### config.mk
export PLATFORM = sky130hd
export DESIGN_NAME = dmem_arbiter
export DESIGN_NICKNAME = d
export VERILOG_FILES = /design/src/rtl/dmem_arbiter_pkg.sv /design/src/rtl/dmem_rr_pick.sv /design/src/rtl/dmem_arbiter.sv
export SDC_FILE = /design/constraint.sdc
export NUM_CORES = 1
export LEC_CHECK = 0
export CORE_AREA = 2 2 121 123
export CTS_BUF_LIST = sky130_fd_sc_hd__clkbuf_8
export CTS_CLUSTER_DIAMETER = 100
export DETAILED_ROUTE_END_ITERATION = 6
export DIE_AREA = 0 0 123 125
export DONT_BUFFER_PORTS = 1
export GPL_TIMING_DRIVEN = 0
export SLEW_MARGIN = 20
export SYNTH_ARGS = -nofsm -noshare
export SYNTH_HDL_FRONTEND = slang
export SYNTH_SLANG_ARGS = --single-unit
### constraint.sdc
create_clock -name clk -period 9.42 [get_ports clk]
set_input_delay 1.884 -clock clk [delete_from_list [all_inputs] [get_ports clk]]
set_output_delay 1.884 -clock clk [all_outputs]
set_load 0.02 [all_outputs]
### src/rtl/dmem_arbiter_pkg.sv
// rtl/dmem_arbiter_pkg.sv - shared constants, state enum and helpers for the data-memory arbiter
package dmem_arbiter_pkg;

    localparam logic [2:0] F3_B  = 3'b000;
    localparam logic [2:0] F3_H  = 3'b001;
    localparam logic [2:0] F3_W  = 3'b010;
    localparam logic [2:0] F3_BU = 3'b100;
    localparam logic [2:0] F3_HU = 3'b101;

    typedef enum logic [1:0] {
        ST_IDLE   = 2'd0,
        ST_ACCESS = 2'd1,
        ST_RESP   = 2'd2
    } state_t;

    // Access size in bytes; 0 marks an encoding with no defined size
    function automatic logic [2:0] f3_size(input logic [2:0] f3);
        case (f3)
            F3_B, F3_BU: f3_size = 3'd1;
            F3_H, F3_HU: f3_size = 3'd2;
            F3_W:        f3_size = 3'd4;
            default:     f3_size = 3'd0;
        endcase
    endfunction

    function automatic logic f3_legal(input logic [2:0] f3);
        f3_legal = (f3 == F3_B) || (f3 == F3_H) || (f3 == F3_W) ||
                   (f3 == F3_BU) || (f3 == F3_HU);
    endfunction

endpackage

### src/rtl/dmem_rr_pick.sv
// rtl/dmem_rr_pick.sv - two-way round-robin winner selection
module dmem_rr_pick (
    input  logic [1:0] req,
    input  logic       last_winner,
    output logic       valid,
    output logic       winner
);

    // On a tie the requester that did not win last time takes the port
    always_comb begin
        valid  = |req;
        winner = (req == 2'b11) ? ~last_winner : req[1];
    end

endmodule

### src/rtl/dmem_arbiter.sv
// rtl/dmem_arbiter.sv - two-port round-robin arbiter and single-strobe access sequencer
module dmem_arbiter
    import dmem_arbiter_pkg::*;
#(
    parameter int ADDR_W    = 32,
    parameter int DATA_W    = 32,
    parameter int MEM_BYTES = 4096
) (
    input  logic              clk,
    input  logic              rst,
    input  logic              r0_req,
    input  logic              r0_we,
    input  logic [ADDR_W-1:0] r0_addr,
    input  logic [DATA_W-1:0] r0_wdata,
    input  logic [2:0]        r0_funct3,
    output logic              r0_gnt,
    output logic              r0_rvalid,
    output logic [DATA_W-1:0] r0_rdata,
    output logic              r0_err,
    input  logic              r1_req,
    input  logic              r1_we,
    input  logic [ADDR_W-1:0] r1_addr,
    input  logic [DATA_W-1:0] r1_wdata,
    input  logic [2:0]        r1_funct3,
    output logic              r1_gnt,
    output logic              r1_rvalid,
    output logic [DATA_W-1:0] r1_rdata,
    output logic              r1_err,
    output logic              mem_read,
    output logic              mem_write,
    output logic [ADDR_W-1:0] mem_addr,
    output logic [DATA_W-1:0] mem_wdata,
    output logic [2:0]        mem_funct3,
    input  logic [DATA_W-1:0] mem_rdata
);

    state_t              state;
    logic                last_winner;
    logic                lat_we;
    logic                lat_id;
    logic                lat_err;
    logic                read_q;
    logic                write_q;
    logic [DATA_W-1:0]   result;

    logic                pick_valid;
    logic                pick_id;
    logic                sel_we;
    logic [ADDR_W-1:0]   sel_addr;
    logic [DATA_W-1:0]   sel_wdata;
    logic [2:0]          sel_funct3;
    logic [2:0]          sel_size;
    logic [ADDR_W:0]     sel_end;
    logic                sel_err;

    dmem_rr_pick u_pick (
        .req         ({r1_req, r0_req}),
        .last_winner (last_winner),
        .valid       (pick_valid),
        .winner      (pick_id)
    );

    // Steer the winner's fields and classify the access before it is latched
    always_comb begin
        sel_we     = pick_id ? r1_we     : r0_we;
        sel_addr   = pick_id ? r1_addr   : r0_addr;
        sel_wdata  = pick_id ? r1_wdata  : r0_wdata;
        sel_funct3 = pick_id ? r1_funct3 : r0_funct3;
        sel_size   = f3_size(sel_funct3);
        // One extra bit keeps the end-address sum from wrapping near the top of the address space
        sel_end    = {1'b0, sel_addr} + (ADDR_W+1)'(sel_size);
        sel_err    = !f3_legal(sel_funct3)
                  || (sel_we && sel_funct3[2])
                  || ((sel_size == 3'd2) && sel_addr[0])
                  || ((sel_size == 3'd4) && (sel_addr[1:0] != 2'b00))
                  || (sel_end > (ADDR_W+1)'(MEM_BYTES));
    end

    // Sequencer: arbitrate in IDLE/RESP, one strobe cycle in ACCESS, completion in RESP
    always_ff @(posedge clk) begin
        if (rst) begin
            state       <= ST_IDLE;
            last_winner <= 1'b1;
            lat_we      <= 1'b0;
            lat_id      <= 1'b0;
            lat_err     <= 1'b0;
            read_q      <= 1'b0;
            write_q     <= 1'b0;
            result      <= '0;
            mem_addr    <= '0;
            mem_wdata   <= '0;
            mem_funct3  <= '0;
            r0_gnt      <= 1'b0;
            r1_gnt      <= 1'b0;
            r0_rvalid   <= 1'b0;
            r1_rvalid   <= 1'b0;
            r0_err      <= 1'b0;
            r1_err      <= 1'b0;
        end else begin
            r0_gnt    <= 1'b0;
            r1_gnt    <= 1'b0;
            r0_rvalid <= 1'b0;
            r1_rvalid <= 1'b0;
            r0_err    <= 1'b0;
            r1_err    <= 1'b0;
            read_q    <= 1'b0;
            write_q   <= 1'b0;
            case (state)
                ST_IDLE, ST_RESP: begin
                    if (pick_valid) begin
                        state       <= ST_ACCESS;
                        last_winner <= pick_id;
                        lat_id      <= pick_id;
                        lat_we      <= sel_we;
                        lat_err     <= sel_err;
                        mem_addr    <= sel_addr;
                        mem_wdata   <= sel_wdata;
                        mem_funct3  <= sel_funct3;
                        read_q      <= !sel_err && !sel_we;
                        write_q     <= !sel_err && sel_we;
                        r0_gnt      <= !pick_id;
                        r1_gnt      <= pick_id;
                    end else begin
                        state <= ST_IDLE;
                    end
                end
                ST_ACCESS: begin
                    state     <= ST_RESP;
                    result    <= (lat_err || lat_we) ? '0 : mem_rdata;
                    r0_rvalid <= !lat_id;
                    r1_rvalid <= lat_id;
                    r0_err    <= !lat_id && lat_err;
                    r1_err    <= lat_id && lat_err;
                end
                default: state <= ST_IDLE;
            endcase
        end
    end

    // Reset in the middle of ACCESS must not let the store commit
    assign mem_read  = read_q  && !rst;
    assign mem_write = write_q && !rst;
    assign r0_rdata  = result;
    assign r1_rdata  = result;

endmodule

# Word level (Yosys, flattened, before mapping)

Cells that the tools add are included.

Register bits: 113
Word-level logic and storage cells: 75
Input bits: 172
Output and inout port bits: 139

Reduce and logical (&&, ||, !) cells: 34
Magnitude comparators: 1
Equal/unequal tests: 9
Mux-type cells: 9
$add $sub $neg: 1
Bitwise operators: 4

Operators by type and width:

| kind                                                                    | number |
|---|---|
| 32-bit two-way mux                                                      | 3 |
| 32-bit by 3-bit adder with 33-bit output                                | 1 |
| 33-bit by 13-bit > comparator with 1-bit output (second input constant) | 1 |
| 2-bit OR reduction                                                      | 5 |
| 3-bit == test (second input constant)                                   | 3 |
| 1-bit logical AND                                                       | 9 |
| 1-bit logical OR                                                        | 9 |
| 3-bit case mux with 3 select lines                                      | 1 |
| 3-bit by 2-bit == test with 1-bit output (second input constant)        | 2 |
| 1-bit zero test                                                         | 6 |
| 2-bit == test (second input constant)                                   | 2 |
| 1-bit NOT                                                               | 4 |
| 2-bit case mux with 2 select lines                                      | 1 |
| 3-bit by 1-bit == test with 1-bit output (second input constant)        | 1 |
| 3-bit zero test                                                         | 1 |
| 1-bit two-way mux                                                       | 3 |
| 3-bit two-way mux                                                       | 1 |
| 3-bit OR reduction                                                      | 1 |
| 2-bit by 1-bit == test with 1-bit output (second input constant)        | 1 |
| 2-bit zero test                                                         | 1 |
| 2-bit AND reduction                                                     | 1 |
| 2-bit nonzero test                                                      | 1 |

# Logic depth before layout (Yosys ltp)

Gate-level depths: netlist (run 1).

Word-level depth: 15
Mapped depth: 19
Gate-level depth less buffers: 14

# Modules after synthesis

Synthesis (run 1) repeated with hierarchy kept, for this count alone.

Cells, all modules: 647
Area, all modules: 5650.4 µm²

By module, submodules not included:

| module       | cells an instance | sequential area each (µm²) | instances | area each (µm²) |
|---|---|---|---|---|
| dmem_arbiter | 645               | 2262.2                     | 1         | 5636.7 |
| dmem_rr_pick | 2                 | 0.0                        | 1         | 13.8 |

# Worst setup path before layout (run 1)

No wires, ideal clock.

Kind: input -> register
Start: input r1_req
End: register lat_err
Setup time: 0.138 ns
Path buffers: 4
Arrival: 6.106 ns
Path slack: 3.176 ns
Data required time: 9.282 ns
Stages on the path: 17
Cell sequence: a21boi_2 > buf_2 > buf_2 > buf_1 > buf_1 > nand3_1 > o21ai_0 > inv_1 > fa_1 > nor2b_1 > nor2_1 > or4_4 > nor3_2 > o221ai_1 > or4_4 > a2111oi_4 > a32oi_1

Longest elaborated chain between the ends: 13
Elaborated cells between the ends (all ways): 32
Classes of those cells: add/sub (1); order compare (1); eq/ne (7); mux (5); reduce/logical (18)

RTL lines:

| element                                                                           | RTL line            | text |
|---|---|---|
| start, declared                                                                   | dmem_arbiter.sv:20  | `input logic r1_req,` |
| branches (longest 13 deep; another with 32-bit by 3-bit adder with 33-bit output) | n/a                 |  |
| end signal, assigned                                                              | dmem_arbiter.sv:115 | `lat_err <= sel_err;` |
| end, declared                                                                     | dmem_arbiter.sv:41  | `logic lat_err;` |

Several ways; the timed one is not identified.
A chain may end at the register's enable or synchronous reset.

# Worst setup path in the final report (run 1)

Same ends and word-level chain as after synthesis.

==> flow_summary.json, run 1 <==
{
  "outcome": "completed",
  "cts.sinks": 113,
  "timing.final.crit_period_ns": 7.21,
  "fin_tns_setup_ns": 0,
  "rows": 44,
  "num_vias": 5623,
  "critical-path-top-delay-family": "buffers and inverters",
  "cp-start-kind": "input port",
  "hold_violations": 0,
  "syn_inst": 720,
  "die-area_mm2": 0.0154,
  "fin_crit_sh_pct": 76.5,
  "ctsHoldBuffers": 0,
  "internal-power_mw": 0.825,
  "io_pins": 311,
  "synth.distinct_cells": 61,
  "totalWireLength_mm": 20.1,
  "synth_xor_area_share_pct": 3.18,
  "synth_nets": 896,
  "critPathBufInv": 5,
  "power.switching_mw": 0.381,
  "leakage_nw": 2.66,
  "ys_warn_count": 0,
  "p_per_area_mw_per_mm2": 181,
  "ys.flop_type": "dfxtp_1",
  "die_y_um": 125,
  "clkTransAtPathRegs_ns": 0.07,
  "synth.area.top_cells": "dfxtp_1, mux2i_1, o21ai_0",
  "port_buffers": 0,
  "start_util_pct": 42.7,
  "seqPwrFrac_pct": 48.2,
  "hold_class": "reg -> reg",
  "die-width_um": 123,
  "area_delta_synth_final_pct": 10.1,
  "crit_slowest_cell": "buf_1",
  "setup_viol": 0,
  "clkPwrFrac_pct": 37.2,
  "cp.arrival_ns": 7.50,
  "maxCapViolCount": 0,
  "avgSynthCellArea_um2": 8.41,
  "gr-total-overflow": 0,
  "grt_max_degree": 17,
  "hpwl_mm": 15.7,
  "clock_latency_ns": 0.45,
  "ys_ff_latch": 113,
  "synth_most_common_cell": "dfxtp_1",
  "final-max-slew-violation-count": 0,
  "grt_pass1_vias": 5711,
  "r2r_slack_ns": 3.31,
  "crit_required_ns": 9.72,
  "n_antenna_cell": 0,
  "clockBufferDepth": 2,
  "via_per_inst": 6.01,
  "drt_pre_antenna_iters": 5,
  "num-nets-final": 915,
  "peakVddDrop_v": 0.0000813,
  "antenna_found_initial": 0,
  "synthAdderAreaFrac_pct": 0.950,
  "cts_setup_buffers": 0,
  "end_kind": "flop",
  "drtIter0Drc": 301,
  "ys_seq_area_share_pct": 37.3,
  "crit_chain": "a21boi_2 > buf_2 > buf_2 > buf_1 > buf_1 > nand3_1 > o21ai_0 > inv_1 > fa_1 > nor2b_1 > nor2_1 > or4_4 > nor3_2 > o221ai_1 > or4_4 > a2111oi_4 > a32oi_1",
  "clock_skew_ns": 0.0115,
  "p_total_mw": 1.21,
  "grt_pass1_wl_mm": 30.1,
  "max_stage_delay_ns": 0.72,
  "worst_slew_pin_slew_ns": 0.865,
  "async_flop_share_pct": 0,
  "worstSetupPathType": "in -> reg",
  "drtAntennaViolNets": 0,
  "switching_share_pct": 31.6,
  "cts_resized": 0,
  "root_buffer": "clkbuf_8",
  "htree_levels": 4,
  "coreArea_mm2": 0.0142,
  "synth_top_cell_by_area": "dfxtp_1",
  "final_core_util_pct": 47.0,
  "avgRoutedWirePerCell_um": 21.5,
  "drive_above_1_share_pct": 11.6,
  "grt_util_all_layers_pct": 25.8,
  "synth_edf_count": 0,
  "synth_simple_gate_area_share_pct": 19.6,
  "place.gp.congestion": 0.883,
  "cts_buffers": 17,
  "synth_top_family_by_area": "simple AND/OR/NAND/NOR gates",
  "synth_top_area_share_pct": 37.3,
  "drc_errors": 0,
  "synth-compound-area-share_pct": 18.5,
  "synthMuxAreaShare_pct": 12.8,
  "power_frac_comb_pct": 14.6,
  "slew_headroom_pct": 42.3,
  "max_freq_mhz": 139,
  "syn-cell-area_mm2": 0.00606,
  "rsz0062_at_grt": "no",
  "cts_tree": "yes",
  "timing.critical_path.fanout_max": 10,
  "synth_commonest_cells": "dfxtp_1, nand2_1, mux2i_1"
}
worst register-to-register path, stage by stage, from the launching register on:
cell and delay, ns:
dfxtp_1 0.35, a21boi_2 0.33, buf_2 0.37, buf_2 0.34, buf_1 0.65, buf_1 0.73, nand3_1 0.14, o21ai_0 0.21
inv_1 0.12, fa_1 0.47, nor2b_1 0.23, nor2_1 0.16, or4_4 0.57, nor3_2 0.17, o221ai_1 0.16, or4_4 0.52
a2111oi_4 0.32, a32oi_1 0.16
flip-flops by register name (all words and copies together), names as in the netlist, 2 cells and up:
signal and count:
mem_funct3 3, mem_wdata 32, state 2, r0_rdata 32, mem_addr 32
per-layer routing:
layer / vias up / wire [um] / global-route usage (%)
met5: - / 0 / 0
met4: 0 / 649 / 11.0
met3: 52 / 2140 / 9.99
met2: 307 / 9820 / 43.5
met1: 2660 / 7520 / 28.6
li1: 2604 / - / -
power groups by stage:
| stage | Combinational (mW) | Sequential [mW] | Clock [mW] |
|---|---|---|---|
| floorplan | 0.136 | 0.582 | 0 |
| global placement | 0.171 | 0.592 | 0 |
| detailed placement | 0.176 | 0.593 | 0 |
| CTS | 0.176 | 0.582 | 0.462 |
| global route | 0.195 | 0.585 | 0.484 |
| finish | 0.176 | 0.581 | 0.449 |
final timing paths:
kind                             startpoint  endpoint  cells after the start
worst min register to register       lat_we    lat_we                      1
worst max register to register  last_winner   lat_err                     17
worst min-delay path                 lat_we    lat_we                      1
worst max-delay path                 r1_req   lat_err                     17
logic make-up after synthesis:
group	Yosys count
buf+inv	84
simple gates	251
compound gates	169
fa+ha+maj	4
xor+xnor	22
flops	113
mux	77
layout by cell type (no fill, tap or decap), types with 12 or more instances in the layout:
master,Yosys,routed
dfxtp_1,113,113
nand2_1,93,93
mux2i_1,74,74
o21ai_0,70,70
nor2_1,53,53
nand3_1,35,35
buf_4,33,33
a22oi_1,32,32
clkbuf_1,26,26
clkbuf_8,0,19
a21oi_1,16,16
inv_1,12,15
nor3_1,15,15
xnor2_1,12,12
cell type report:
cell class              instances  area, um2
flip-flops and latches        113       2260
clock buffers                  19        262
multi-input cells             523       3340
plain buffers                  72        413
well taps                     184        230
inverters                      12       45.0
fillers                      1421       7530
clock inverters                13        120
through the flow:
step / cell area, um2 / cells / hold WS (ns) / setup WS [ns]
finish: 6670 / 936 / 0.476 / 2.21
global route: 6670 / 936 / 0.502 / 1.96
CTS: 6670 / 936 / 0.476 / 2.31
detailed placement: 6290 / 904 / 0.461 / 1.82
global placement: 6290 / 904 / 0.438 / 1.90
floorplan: 6060 / 720 / 0.427 / 3.18
No activity file was read; power rests on OpenSTA's default activity.
==> run 2: changes to the inputs <==
clock period = 7.55 ns   (was 9.42 ns; I/O delays follow)
==> results of run 2 <==
Same layout as run 1 (identical final DEF). Status: completed.
Among the figures that moved: setup slack after placement 1.82 ns -> 0.327 ns; setup slack after layout 2.21 ns -> 0.719 ns; register-to-register setup slack 3.31 ns -> 1.44 ns; total power 1.21 mW -> 1.51 mW; worst IR drop on VDD 0.0000813 V -> 0.000101 V
==> run 3: changes to the inputs <==
CAP_MARGIN = 10   (was unset)
CORE_AREA = unset   (was 2 2 121 123)
CORE_ASPECT_RATIO = 1.4   (was unset)
CORE_MARGIN = 2   (was unset)
CORE_UTILIZATION = 40   (was unset)
DIE_AREA = unset   (was 0 0 123 125)
==> run 3 against run 2 <==
Final cell count grew 0.85%. Largest power group unchanged. Clock power rose by 6.6%. Count of clock-buffer cells in the layout decreased by 2. Largest cell class unchanged. Sequential share of layout area is 0.17 points lower. Critical path depth did not move.
==> flow_summary.json, run 3 (synthesis gave the netlist of run 1 again) <==
{
  "fillers": 1478,
  "port_buffers": 0,
  "die_y_um": 150,
  "hold_class": "reg -> reg",
  "totalWireLength_mm": 20.8,
  "drt_pre_antenna_iters": 5,
  "grt_max_degree": 17,
  "area_delta_synth_final_pct": 10.7,
  "reg2reg_from": "last_winner",
  "cp-start-kind": "input port",
  "critical-path-top-delay-family": "buffers and inverters",
  "end_kind": "flop",
  "cts_buffers": 17,
  "ff2ff_path_depth": 17,
  "cts_tree": "yes",
  "min_to": "lat_we",
  "outcome": "completed",
  "start_util_pct": 40.6,
  "clockBufferDepth": 2,
  "grt_pass1_wl_mm": 30.7,
  "clock_latency_ns": 0.43,
  "drtIter0Drc": 254,
  "final_common_cell": "dfxtp_1",
  "timing.critical_path.fanout_max": 10,
  "crit_required_ns": 7.84,
  "design_area_mm2": 0.00670,
  "drc_errors": 0,
  "hold_violations": 0,
  "cts.sinks": 113,
  "worst_slew_pin_slew_ns": 0.862,
  "grt_util_all_layers_pct": 25.1,
  "cp.arrival_ns": 7.04,
  "avgRoutedWirePerCell_um": 22.1,
  "cts_setup_buffers": 0,
  "final-max-slew-violation-count": 0,
  "timing.final.crit_period_ns": 6.75,
  "htree_levels": 4,
  "whs_path_depth": 1,
  "rsz0062_at_grt": "no",
  "num-nets-final": 915,
  "fin_crit_sh_pct": 89.4,
  "hpwl_mm": 16.6,
  "rows": 53,
  "coreArea_mm2": 0.0149,
  "grt_pass1_vias": 5626,
  "critPathBufInv": 5,
  "p_per_area_mw_per_mm2": 230,
  "drtAntennaViolNets": 0,
  "ctsHoldBuffers": 0,
  "setup_slack_ns": 0.797,
  "die-width_um": 108,
  "final_core_util_pct": 44.9,
  "dpl_cell_area_mm2": 0.00630,
  "leakage_nw": 2.66,
  "crit_chain": "a21boi_2 > buf_2 > buf_2 > buf_1 > buf_1 > nand3_1 > o21ai_0 > inv_1 > fa_1 > nor2b_1 > nor2_1 > or4_4 > nor3_2 > o221ai_1 > or4_4 > a2111oi_4 > a32oi_1",
  "num_vias": 5542,
  "clkTransAtPathRegs_ns": 0.08,
  "peakVddDrop_v": 0.000142,
  "drive_above_1_share_pct": 12.0,
  "max_stage_delay_ns": 0.72,
  "p_total_mw": 1.54,
  "via_per_inst": 5.87,
  "maxCapViolCount": 0,
  "worstSetupPathType": "in -> reg",
  "gr-total-overflow": 0,
  "die-area_mm2": 0.0162,
  "final_cell_mix": "dfxtp_1, nand2_1, mux2i_1",
  "hold_path.startpoint": "lat_we",
  "pre_cts_ws_ns": 0.352,
  "clock_skew_ns": 0.0134,
  "io_pins": 311,
  "worstReg2RegEnd": "lat_err",
  "antenna_found_initial": 0,
  "root_buffer": "clkbuf_8",
  "n_antenna_cell": 0,
  "r2r_slack_ns": 1.52,
  "cts_resized": 0,
  "slew_headroom_pct": 42.5,
  "place.gp.congestion": 0.908,
  "crit_slowest_cell": "buf_1",
  "setup_viol": 0,
  "fin_tns_setup_ns": 0,
  "max_freq_mhz": 148
}
## run 3: per-stage QoR
stage | cells | hold slack, ns
after floorplan | 720 | 0.427
after global placement | 912 | 0.440
after detailed placement | 912 | 0.462
after CTS | 944 | 0.480
after global routing | 944 | 0.499
final | 944 | 0.471
## run 3: cell type report
cell class                      count  area [um2]  share of cell area (%)
Multi-Input combinational cell    523        3340                    49.8
Sequential cell                   113        2260                    33.7
Buffer                             72         413                    6.16
Tap cell                          192         240                    3.58
Clock buffer                       17         234                    3.49
Clock inverter                     15         171                    2.56
Inverter                           12        45.0                   0.672
## run 3: how the worst max path moves through the flow
stage                     endpoint  depth (start not counted)  startpoint  slack, ns
after detailed placement   lat_err                         17      r1_req       0.35
after global placement     lat_err                         17      r1_req       0.37
final                      lat_err                         17      r1_req       0.80
after floorplan            lat_err                         17      r1_req       1.68
after global routing       lat_err                         16      r1_req       0.49
after CTS                  lat_err                         17      r1_req       0.81
## run 3: power by group
group          leakage, nW  internal (mW)  switching (mW)
Clock                0.205          0.304           0.293
Combinational         1.53         0.0848           0.135
Sequential           0.928          0.640          0.0855
## run 3: layer usage
metal,share of wire [%],global-route usage (%),vias up
li1,-,-,2607
met1,35,26.0,2620
met2,53,46.3,282
met3,9.2,8.06,33
met4,2.4,9.55,0
met5,0,0,-
